## src/rtl/video_wr_arbiter.sv

```systemverilog
// Four-port round-robin arbiter sharing one AXI write channel between frame writers.
// Define ARB_CH0_PRIORITY_EN to give channel 0 (HDMI input) absolute priority over channels 1-3.
module video_wr_arbiter #(
    parameter int CTRL_ADDR_WIDTH = 28,
    parameter int AXI_DATA_WIDTH  = 256,
    parameter int M_AXI_BRUST_LEN = 8
) (
    input  logic                          clk,
    input  logic                          rstn,
    input  logic                          ddr_init_done,
    input  logic [3:0]                    wr_req,
    input  logic [4*CTRL_ADDR_WIDTH-1:0]  wr_addr,
    input  logic [4*AXI_DATA_WIDTH-1:0]   wr_data,
    output logic [3:0]                    wr_grant,
    output logic [3:0]                    wr_data_req,
    output logic [3:0]                    wr_done,
    output logic [CTRL_ADDR_WIDTH-1:0]    axi_awaddr,
    output logic [3:0]                    axi_awlen,
    output logic                          axi_awvalid,
    input  logic                          axi_awready,
    output logic [AXI_DATA_WIDTH-1:0]     axi_wdata,
    output logic [AXI_DATA_WIDTH/8-1:0]   axi_wstrb,
    output logic                          axi_wlast,
    output logic                          axi_wvalid,
    input  logic                          axi_wready,
    input  logic                          axi_bvalid,
    output logic                          axi_bready,
    output logic                          busy,
    output logic [1:0]                    dbg_state
);

    // Every AXI channel transfers exactly in the cycle where its valid and ready are
    // both high; valid never depends on ready, and payload is held until that cycle.

    typedef enum logic [1:0] {
        ST_IDLE = 2'd0,
        ST_AW   = 2'd1,
        ST_W    = 2'd2,
        ST_B    = 2'd3
    } state_t;

    localparam logic [3:0] LAST_BEAT = 4'(M_AXI_BRUST_LEN - 1);

    state_t                      state;
    state_t                      state_nxt;
    logic [1:0]                  sel;
    logic [1:0]                  rr_last;
    logic [1:0]                  pick;
    logic                        pick_valid;
    logic [3:0]                  beat_cnt;
    logic                        grant_pend;
    logic                        start;
    logic                        aw_hs;
    logic                        w_hs;
    logic                        b_hs;
    logic [3:0]                  sel_oh;
    logic [AXI_DATA_WIDTH-1:0]   ch_data [4];
    logic [CTRL_ADDR_WIDTH-1:0]  ch_addr [4];

    for (genvar g = 0; g < 4; g++) begin : g_unpack
        assign ch_data[g] = wr_data[g*AXI_DATA_WIDTH +: AXI_DATA_WIDTH];
        assign ch_addr[g] = wr_addr[g*CTRL_ADDR_WIDTH +: CTRL_ADDR_WIDTH];
    end

    // Scan offsets 4 down to 1 so the nearest requester after rr_last is written last.
    always_comb begin
        logic [1:0] cand;
        cand       = 2'd0;
        pick       = 2'd0;
        pick_valid = 1'b0;
        for (int k = 4; k >= 1; k--) begin
            cand = rr_last + 2'(k);
`ifdef ARB_CH0_PRIORITY_EN
            if (wr_req[cand] && (cand != 2'd0)) begin
`else
            if (wr_req[cand]) begin
`endif
                pick       = cand;
                pick_valid = 1'b1;
            end
        end
`ifdef ARB_CH0_PRIORITY_EN
        if (wr_req[0]) begin
            pick       = 2'd0;
            pick_valid = 1'b1;
        end
`endif
    end

    assign start = (state == ST_IDLE) && ddr_init_done && pick_valid;
    assign aw_hs = axi_awvalid & axi_awready;
    assign w_hs  = axi_wvalid & axi_wready;
    assign b_hs  = axi_bready & axi_bvalid;

    always_ff @(posedge clk or negedge rstn) begin
        if (!rstn) begin
            state <= ST_IDLE;
        end else begin
            state <= state_nxt;
        end
    end

    always_comb begin
        state_nxt = state;
        case (state)
            ST_IDLE: if (start)              state_nxt = ST_AW;
            ST_AW:   if (aw_hs)              state_nxt = ST_W;
            ST_W:    if (w_hs && axi_wlast)  state_nxt = ST_B;
            ST_B:    if (b_hs)               state_nxt = ST_IDLE;
            default:                         state_nxt = ST_IDLE;
        endcase
    end

    always_comb begin
        sel_oh      = 4'b0001 << sel;
        axi_awvalid = (state == ST_AW);
        axi_wvalid  = (state == ST_W);
        axi_bready  = (state == ST_B);
        busy        = (state != ST_IDLE);
        axi_wlast   = (state == ST_W) && (beat_cnt == LAST_BEAT);
        axi_wdata   = (state == ST_W) ? ch_data[sel] : '0;
        wr_grant    = grant_pend ? sel_oh : 4'b0000;
        wr_data_req = w_hs ? sel_oh : 4'b0000;
        wr_done     = b_hs ? sel_oh : 4'b0000;
        dbg_state   = state;
    end

    assign axi_awlen = LAST_BEAT;
    assign axi_wstrb = '1;

    // Burst bookkeeping: winner, its address, beat count and the round-robin pointer.
    always_ff @(posedge clk or negedge rstn) begin
        if (!rstn) begin
            sel        <= 2'd0;
            rr_last    <= 2'd3;
            axi_awaddr <= '0;
            beat_cnt   <= 4'd0;
            grant_pend <= 1'b0;
        end else begin
            grant_pend <= start;
            if (start) begin
                sel        <= pick;
                axi_awaddr <= ch_addr[pick];
            end
            if (aw_hs) begin
                beat_cnt <= 4'd0;
            end else if (w_hs) begin
                beat_cnt <= beat_cnt + 4'd1;
            end
            if (b_hs) begin
`ifdef ARB_CH0_PRIORITY_EN
                if (sel != 2'd0) begin
                    rr_last <= sel;
                end
`else
                rr_last <= sel;
`endif
            end
        end
    end

endmodule

```

## config.mk

```make
export PLATFORM = sky130hd
export DESIGN_NAME = video_wr_arbiter
export DESIGN_NICKNAME = d
export VERILOG_FILES = /design/src/rtl/video_wr_arbiter.sv
export SDC_FILE = /design/constraint.sdc
export NUM_CORES = 1
export LEC_CHECK = 0
export ABC_AREA = 1
export CAP_MARGIN = 20
export CORE_AREA = 2 2 585 587
export CTS_CLUSTER_SIZE = 12
export DETAILED_ROUTE_END_ITERATION = 6
export DIE_AREA = 0 0 587 589
export GPL_TIMING_DRIVEN = 0
export PLACE_DENSITY = 0.3
export SETUP_SLACK_MARGIN = 0.5
export SLEW_MARGIN = 20
export SYNTH_ARGS = -nofsm -noshare
export SYNTH_HDL_FRONTEND = slang
export SYNTH_SLANG_ARGS = --single-unit
export TNS_END_PERCENT = 30
```

## constraint.sdc

```tcl
create_clock -name clk -period 5.8 [get_ports clk]
set_clock_uncertainty 0.15 [all_clocks]
set_input_delay 0.87 -clock clk [delete_from_list [all_inputs] [get_ports clk]]
set_output_delay 0.87 -clock clk [all_outputs]
set_load 0.02 [all_outputs]
```

==> results of run 1 <==
-- per-stage QoR --
step              util  setup TNS [ns]  hold WS, ns  cells
2_1_floorplan        -               0       0.3866   1771
3_3_place_gp   0.09014         -185.44       0.3174   7755
3_5_place_dp   0.09086          -4.762       0.3223   7765
4_1_cts        0.09190               0       0.3411   7779
5_1_grt        0.09204               0       0.3482   7795
6_report       0.09260               0       0.3358   7871
-- sequential cells by signal (all words and copies together) (netlist names) --
name,flops
grant_pend,1
dbg_state,2
axi_awaddr,28
sel,2
beat_cnt,4
rr_last,2
-- power by group --
group / total, mW / switching, mW / leakage (nW) / internal, mW
Sequential: 0.488 / 0.0852 / 0.485 / 0.403
Combinational: 12.8 / 8.97 / 8.99 / 3.88
Clock: 0.322 / 0.160 / 0.0706 / 0.162
-- timing repair --
action,CTS,global route
pin swaps,2,0
setup endpoints to repair,247,4
buffers inserted,6,0
resized for setup,56,1
hold buffers,0,0
-- cells by family (layout without fill, tap and decap cells) --
| logic type | count (synthesis) | in the layout | share of synthesized area |
|---|---|---|---|
| adders and majority gates | 5 | 5 | 0.006098 |
| muxes | 1 | 1 | 0.001098 |
| DFF | 39 | 39 | 0.09538 |
| and+or+nand+nor | 789 | 789 | 0.3716 |
| buffers and inverters | 354 | 1826 | 0.1499 |
| other | 2 | 128 | 0.0007321 |
| AOI/OAI and AO/OA | 547 | 547 | 0.3752 |
-- cell type report --
| type | instances | area (um^2) | area share |
|---|---|---|---|
| diodes | 92 | 230.2 | 0.007334 |
| flip-flops and latches | 39 | 978.4 | 0.03117 |
| inverters | 98 | 369.1 | 0.01176 |
| clock inverters | 3 | 25.02 | 0.0007972 |
| repair buffers | 1464 | 14760 | 0.4701 |
| plain buffers | 256 | 1225 | 0.03902 |
| well taps | 4536 | 5675 | 0.1808 |
| clock buffers | 5 | 125.1 | 0.003986 |
| multi-input cells | 1378 | 8005 | 0.2550 |
-- per-layer routing --
layer  share of wire  track usage  vias to the layer above
met2            0.46       0.2777                     1813
met4           0.018      0.01432                      190
met1            0.38       0.1872                    11453
li1                -            -                     9672
met5          0.0044            0                        -
met3            0.14      0.09945                      500
-- how the worst min path moves through the flow --
stage	end	slack (ns)	cells past startpoint
2_1_floorplan	beat_cnt[3]	0.39	2
3_3_place_gp	axi_awaddr[2]	0.32	2
3_5_place_dp	axi_awaddr[7]	0.32	2
4_1_cts	axi_awaddr[13]	0.34	2
5_1_grt	axi_awaddr[13]	0.35	2
6_report	axi_awaddr[13]	0.34	2
-- layout by cell type, fill, tap and decap left out, types with 8 or more instances in the layout --
master           synthesis  layout
buf_4                   39      46
a31oi_2                  0      16
inv_1                   93      93
nand2_1                143     143
conb_1                   2      36
dfrtp_1                 37      37
or2_1                   20      20
dlygate4sd2_1            0      11
buf_2                   13      13
nor2_1                  21      19
clkdlybuf4s50_1          0    1435
buf_1                   10       9
diode_2                  0      92
a22oi_1                256     253
clkbuf_2                 1      36
o211ai_2                19      19
buf_6                    6       8
clkbuf_1               187     150
a31oi_1                257     241
nand3_1                587     586
-- critical path: cells and delay by family (launching register included) --
| kind | cells | cell delay, ns |
|---|---|---|
| AND/OR/NAND/NOR | 1 | 0.19 |
| flip-flops | 1 | 0.32 |
| AO/OA/AOI/OAI | 2 | 1.02 |
| buffers and inverters | 6 | 2.33 |
==> key figures, run 1 <==
GRT
  • Pin count of the biggest net entering global routing: 40
  • Initial antenna violation count: 350
  • Global-route wire length before repair: 352.3 mm
  • Vias in the first global route: 22508
  • GR Util All Layers: 0.1664
  • Overall overflow remaining after global route: 0

Logic synthesis
  • Synthesized cell area: 10260 um^2
  • Synth top area cells: nand3_1 (29%), a22oi_1 (19%), a31oi_1 (16%)
  • Netlist cell types: 34
  • Ys async rst share: 1.000
  • Number of synthesized flops with an enable pin: 0
  • Syn Area/Cell: 5.906 um^2
  • Most common cell in the netlist: nand3_1
  • Synth Register Bits: 39
  • Synth cell count leaders: nand3_1 (587), a31oi_1 (257), a22oi_1 (256), clkbuf_1 (187), nand2_1 (143)
  • Synth top area share: 0.2864
  • Leading area contributor after synthesis: nand3_1
  • Synth Flop Type: dfrtp_1
  • Synthesis Warnings: 0
  • Register area share after synthesis: 0.09538
  • Cells after synthesis: 1737

Timing
  • Slew headroom: 0.2766
  • Fin crit share: 0.9054
  • Final WS setup: 0.5488 ns
  • Min cycle time layout: 5.251 ns
  • Setup violations, final: 0
  • RSZ-0062 raised after global routing: true
  • Worst Tran Pin Value: 1.085 ns
  • Final Hold Viols: 0
  • Fmax: 190.4 MHz
  • Slew Limit Fails: 0

Floorplanning
  • Row count: 214
  • Core Footprint: 339000 um^2
  • Die width: 587 um
  • Ports: 1485
  • Die ar.: 345700 um^2
  • Die Ht: 589 um
  • Initial Utilization: 0.03026

Layout
  • Share of cells above drive strength 1: 0.05643
  • Design Area, Final: 31390 um^2
  • Synth-to-Final Area Change: 206.0%
  • Layout filler cell count: 39878
  • Final net count: 4393

Power
  • Cell Pwr Density: 435.0 nW/um^2
  • Maximum vdd drop: 0.3068 mV
  • PnR Total Power: 13.66 mW
  • Leakage: 9.548 nW

Route
  • Iter 0 DRT Violations: 2457
  • DR pass1 iterations: 6
  • Vias: 23628
  • Routed length per instance: 38.31 um
  • Final antenna-violating net count: 0
  • DRC errors left: 0
  • Via/cell ratio: 3.002
  • Detailed Route WL: 301.5 mm

Run
  • # Max-Cap Violations: 0

Worst setup path
  • Setup CP Type: flop to primary output
  • Worst setup EP type: primary output
  • RR Endpoint: sel[1]
  • CP Launch Type: flop
  • Critical path required time: 4.78 ns
  • Crit path cell chain: buf_2 > inv_2 > nor2_4 > buf_12 > clkbuf_4 > clkbuf_1 > a22oi_1 > a31oi_1 > clkdlybuf4s50_1
  • Worst Setup SP: sel[0]
  • Max stage delay on crit path: 0.83 ns
  • Slowest CP cell: clkdlybuf4s50_1
  • FF-to-FF setup slack: 2.99 ns
  • Critical Path End: axi_wdata[195]
  • Reg2Reg Depth: 7
  • Reg-to-Reg Start: sel[1]
  • CP Data Arrival Time: 4.23 ns
  • Critical path fanouts, max: 10

Clocking
  • CTS tree: done
  • Clock-pin slew on the worst setup and hold paths: 0.08 ns
  • Clock root cell: clkbuf_16
  • CTS Buf Count: 5
  • Clk_lat worst skew: 0.32 ns
  • CTS Sinks: 39
  • H-tree level count: 2
  • Maximum root-to-sink buffer count: 2

Place
  • Port Buf Inserts: 1448
  • Final GP Congestion: 0.9414
  • Setup WS pre-CTS: -0.6327 ns
  • Placed Area: 30800 um^2
  • DP HPWL: 282.8 mm

Status
  • Status: finished clean

Worst hold path
  • Hold Path Class: flop to flop
  • Worst hold start: axi_awaddr[13]
No activity file was read; power rests on OpenSTA's default activity.
==> inputs of run 2 (changes only) <==
--- a/config.mk
+++ b/config.mk
@@ -7,10 +7,10 @@
 export LEC_CHECK = 0
 export ABC_AREA = 1
 export CAP_MARGIN = 20
-export CORE_AREA = 2 2 585 587
+export CORE_AREA = 2 2 574 576
 export CTS_CLUSTER_SIZE = 12
 export DETAILED_ROUTE_END_ITERATION = 6
-export DIE_AREA = 0 0 587 589
+export DIE_AREA = 0 0 576 578
 export GPL_TIMING_DRIVEN = 0
 export PLACE_DENSITY = 0.3
 export SETUP_SLACK_MARGIN = 0.5
==> constraint.sdc (replaced) <==
create_clock -name clk -period 4.95 [get_ports clk]
set_clock_uncertainty 0.15 [all_clocks]
set_input_delay 0.7425 -clock clk [delete_from_list [all_inputs] [get_ports clk]]
set_output_delay 0.7425 -clock clk [all_outputs]
set_load 0.01 [all_outputs]
==> run 2 against run 1 <==
  * Final cell count decreased by 2.6%
  * Sequential power up 22%
  * Final area up 0.65%
  * Clock power increased by 20%
  * Via count decreased by 0.74%
  * Routed wire length fell by 6.6%
==> key figures, run 2 (synthesis gave the netlist of run 1 again) <==
Timing
  • RSZ-0062 raised after global routing: true
  • Fmax: 222.3 MHz
  • Final WS setup: 0.4514 ns (-0.09744 ns)
  • Slew Limit Fails: 0 (unchanged)
  • Min cycle time layout: 4.499 ns
  • Final Hold Viols: 0 (unchanged)
  • Final hold slack: 0.2962 ns (-0.03958 ns)
  • Setup violations, final: 0 (unchanged)
  • Slew headroom: 0.2903 (+0.01369)
  • Fin crit share: 0.9088
  • Worst Tran Pin Value: 1.065 ns (-0.02053 ns)

Worst setup path
  • CP Data Arrival Time: 3.61 ns (-0.62 ns)
  • Slowest CP cell: clkdlybuf4s50_1
  • Critical path required time: 4.06 ns (-0.72 ns)
  • Worst path buffer plus inverter count: 6 (unchanged)
  • CP top delay family: buffers and inverters
  • Worst setup EP type: primary output
  • Critical path fanouts, max: 10 (unchanged)
  • Setup CP Type: flop to primary output
  • CP Launch Type: flop
  • Crit path cell chain: inv_1 > ha_1 > clkinv_4 > buf_4 > clkbuf_4 > clkbuf_1 > a31oi_1 > clkdlybuf4s50_1
  • Max stage delay on crit path: 0.65 ns (-0.18 ns)

Power
  • Maximum vdd drop: 0.2877 mV (-6.2%)
  • Leakage: 9.860 nW (+3.3%)
  • Cell Pwr Density: 484.1 nW/um^2 (+11%)

Layout
  • Top flop regs: axi_awaddr: 28 flops, beat_cnt: 4 flops
  • Commonest non-fill, non-tap cells in the layout: clkdlybuf4s50_1 (1409), nand3_1 (581), a22oi_1 (234), a31oi_1 (229), nand2_1 (143)
  • Final net count: 4397 (+0.091%)
  • Most common cell after layout, fill and taps aside: clkdlybuf4s50_1
  • Layout filler cell count: 38370 (-3.8%)
  • Area of the multi-input gates: 8349 um^2 (+4.3%)
  • Biggest register: axi_awaddr
  • Synth-to-Final Area Change: 208.0%
  • Share of cells above drive strength 1: 0.07792 (+0.02149)
  • Max reg flops: 28 (unchanged)
  • Register area: 978.4 um^2 (unchanged)

GRT
  • Overall overflow remaining after global route: 0 (unchanged)
  • GR Util All Layers: 0.1609 (-0.005529)
  • Global-route wire length before repair: 329.7 mm (-6.4%)
  • Initial antenna violation count: 294 (-16%)
  • Vias in the first global route: 22674 (+0.74%)
  • Pin count of the biggest net entering global routing: 40 (unchanged)

Worst hold path
  • Hold Path Class: input port to asynchronous set/reset pin

Clocking
  • Clock root cell: clkbuf_16
  • Clk_lat worst skew: 0.32 ns (about the same)
  • CTS Buf Count: 5 (unchanged)
  • Maximum root-to-sink buffer count: 2 (unchanged)
  • Cts-stage hold buffer count: 0 (unchanged)
  • CTS tree: done
  • CTS Sinks: 39 (unchanged)
  • H-tree level count: 2 (unchanged)
  • Clock-pin slew on the worst setup and hold paths: 0.08 ns (about the same)

Route
  • Iter 0 DRT Violations: 2326 (-5.3%)
  • Routed length per instance: 36.73 um (-4.1%)
  • Vias: 23452 (-0.74%)
  • Final antenna-violating net count: 0 (unchanged)
  • Detailed Route WL: 281.7 mm (-6.6%)
  • DRC errors left: 0 (unchanged)
  • DR pass1 iterations: 5 (-1)
  • Via/cell ratio: 3.058 (+1.9%)

Status
  • Status: finished clean

Floorplanning
  • Core Footprint: 326300 um^2 (-3.7%)
  • Initial Utilization: 0.03144 (+0.001172)
  • Die width: 576 um (-1.9%)
  • Die Ht: 578 um (-1.9%)
  • Die ar.: 332900 um^2 (-3.7%)
  • Ports: 1485 (unchanged)
  • Row count: 210 (-1.9%)

Place
  • Port Buf Inserts: 1448 (unchanged)
  • Setup WS pre-CTS: -1.234 ns (-0.6017 ns)
  • Final GP Congestion: 0.9417 (about the same)
  • DP HPWL: 262.4 mm (-7.2%)

Run
  • # Max-Cap Violations: 0 (unchanged)
-- run 2: cell count changes in the layout (fill, tap and decap cells not counted), sizes merged --
cell,delta
clkdlybuf4s50,-26
clkdlybuf4s15,+8
diode,-17
buf,+4
dlygate4sd2,+11
dlymetal6s2s,+8
clkinv,-1
-- run 2: worst register-to-register path, stage by stage (launching register included) --
cell and delay [ns]:
dfstp_2 0.57, buf_4 0.17, nand2_1 0.06, nand3_1 0.11, nand2_1 0.08, o21bai_1 0.22
nand2_4 0.17, nor2_1 0.14, buf_2 0.40, nand3_1 0.42, nand3_1 0.20
-- run 2: worst paths after layout --
kind                                  end           start  depth (start not counted)  slack, ns
min in group clk           axi_awaddr[15]  axi_awaddr[15]                          2       0.34
max                        axi_wdata[214]    dbg_state[0]                          8       0.45
max in group asynchronous   axi_awaddr[9]            rstn                          1       3.85
min reg2reg                axi_awaddr[15]  axi_awaddr[15]                          2       0.34
max reg2reg                 axi_awaddr[4]      rr_last[0]                         10       2.18
min                         axi_awaddr[7]            rstn                          1       0.30
-- run 2: power breakdown --
group	switching [mW]	total [mW]	internal, mW
sequential	0.123	0.595	0.472
clock	0.198	0.387	0.188
combinational	9.65	14.3	4.66
-- run 2: stage by stage --
step                total power, mW  setup TNS [ns]  instances     util  instance area, um^2
global placement              14.56         -482.57       7565  0.09290                30320
CTS                           15.49               0       7593  0.09603                31340
finish                        15.29               0       7668  0.09681                31590
detailed placement            14.73         -116.91       7580  0.09382                30620
global route                  16.06               0       7629  0.09651                31500
floorplan                     5.740               0       1771        -                10390
-- run 2: layout make-up --
type | count | area share
multi-input cells | 1378 | 0.2643
well taps | 4346 | 0.1721
inverters | 98 | 0.01196
clock inverters | 2 | 0.0003960
diodes | 75 | 0.005941
repair buffers | 1468 | 0.4682
flip-flops and latches | 39 | 0.03097
clock buffers | 6 | 0.004079
plain buffers | 256 | 0.04210
-- run 2: metal layers --
metal,GRT usage,routed length [um]
met1,0.1896,111500
met2,0.2616,126200
met3,0.08182,35060
met4,0.02939,7580
met5,0,1380
-- run 2: what timing repair did --
| item | 4_1_cts | 5_1_grt |
|---|---|---|
| cloned | 0 | 0 |
| gates resized for setup | 185 | 28 |
| buffers inserted | 5 | 0 |
| pin swaps | 3 | 0 |
| hold endpoints to repair | 0 | 0 |
| setup endpoints to repair | 269 | 67 |
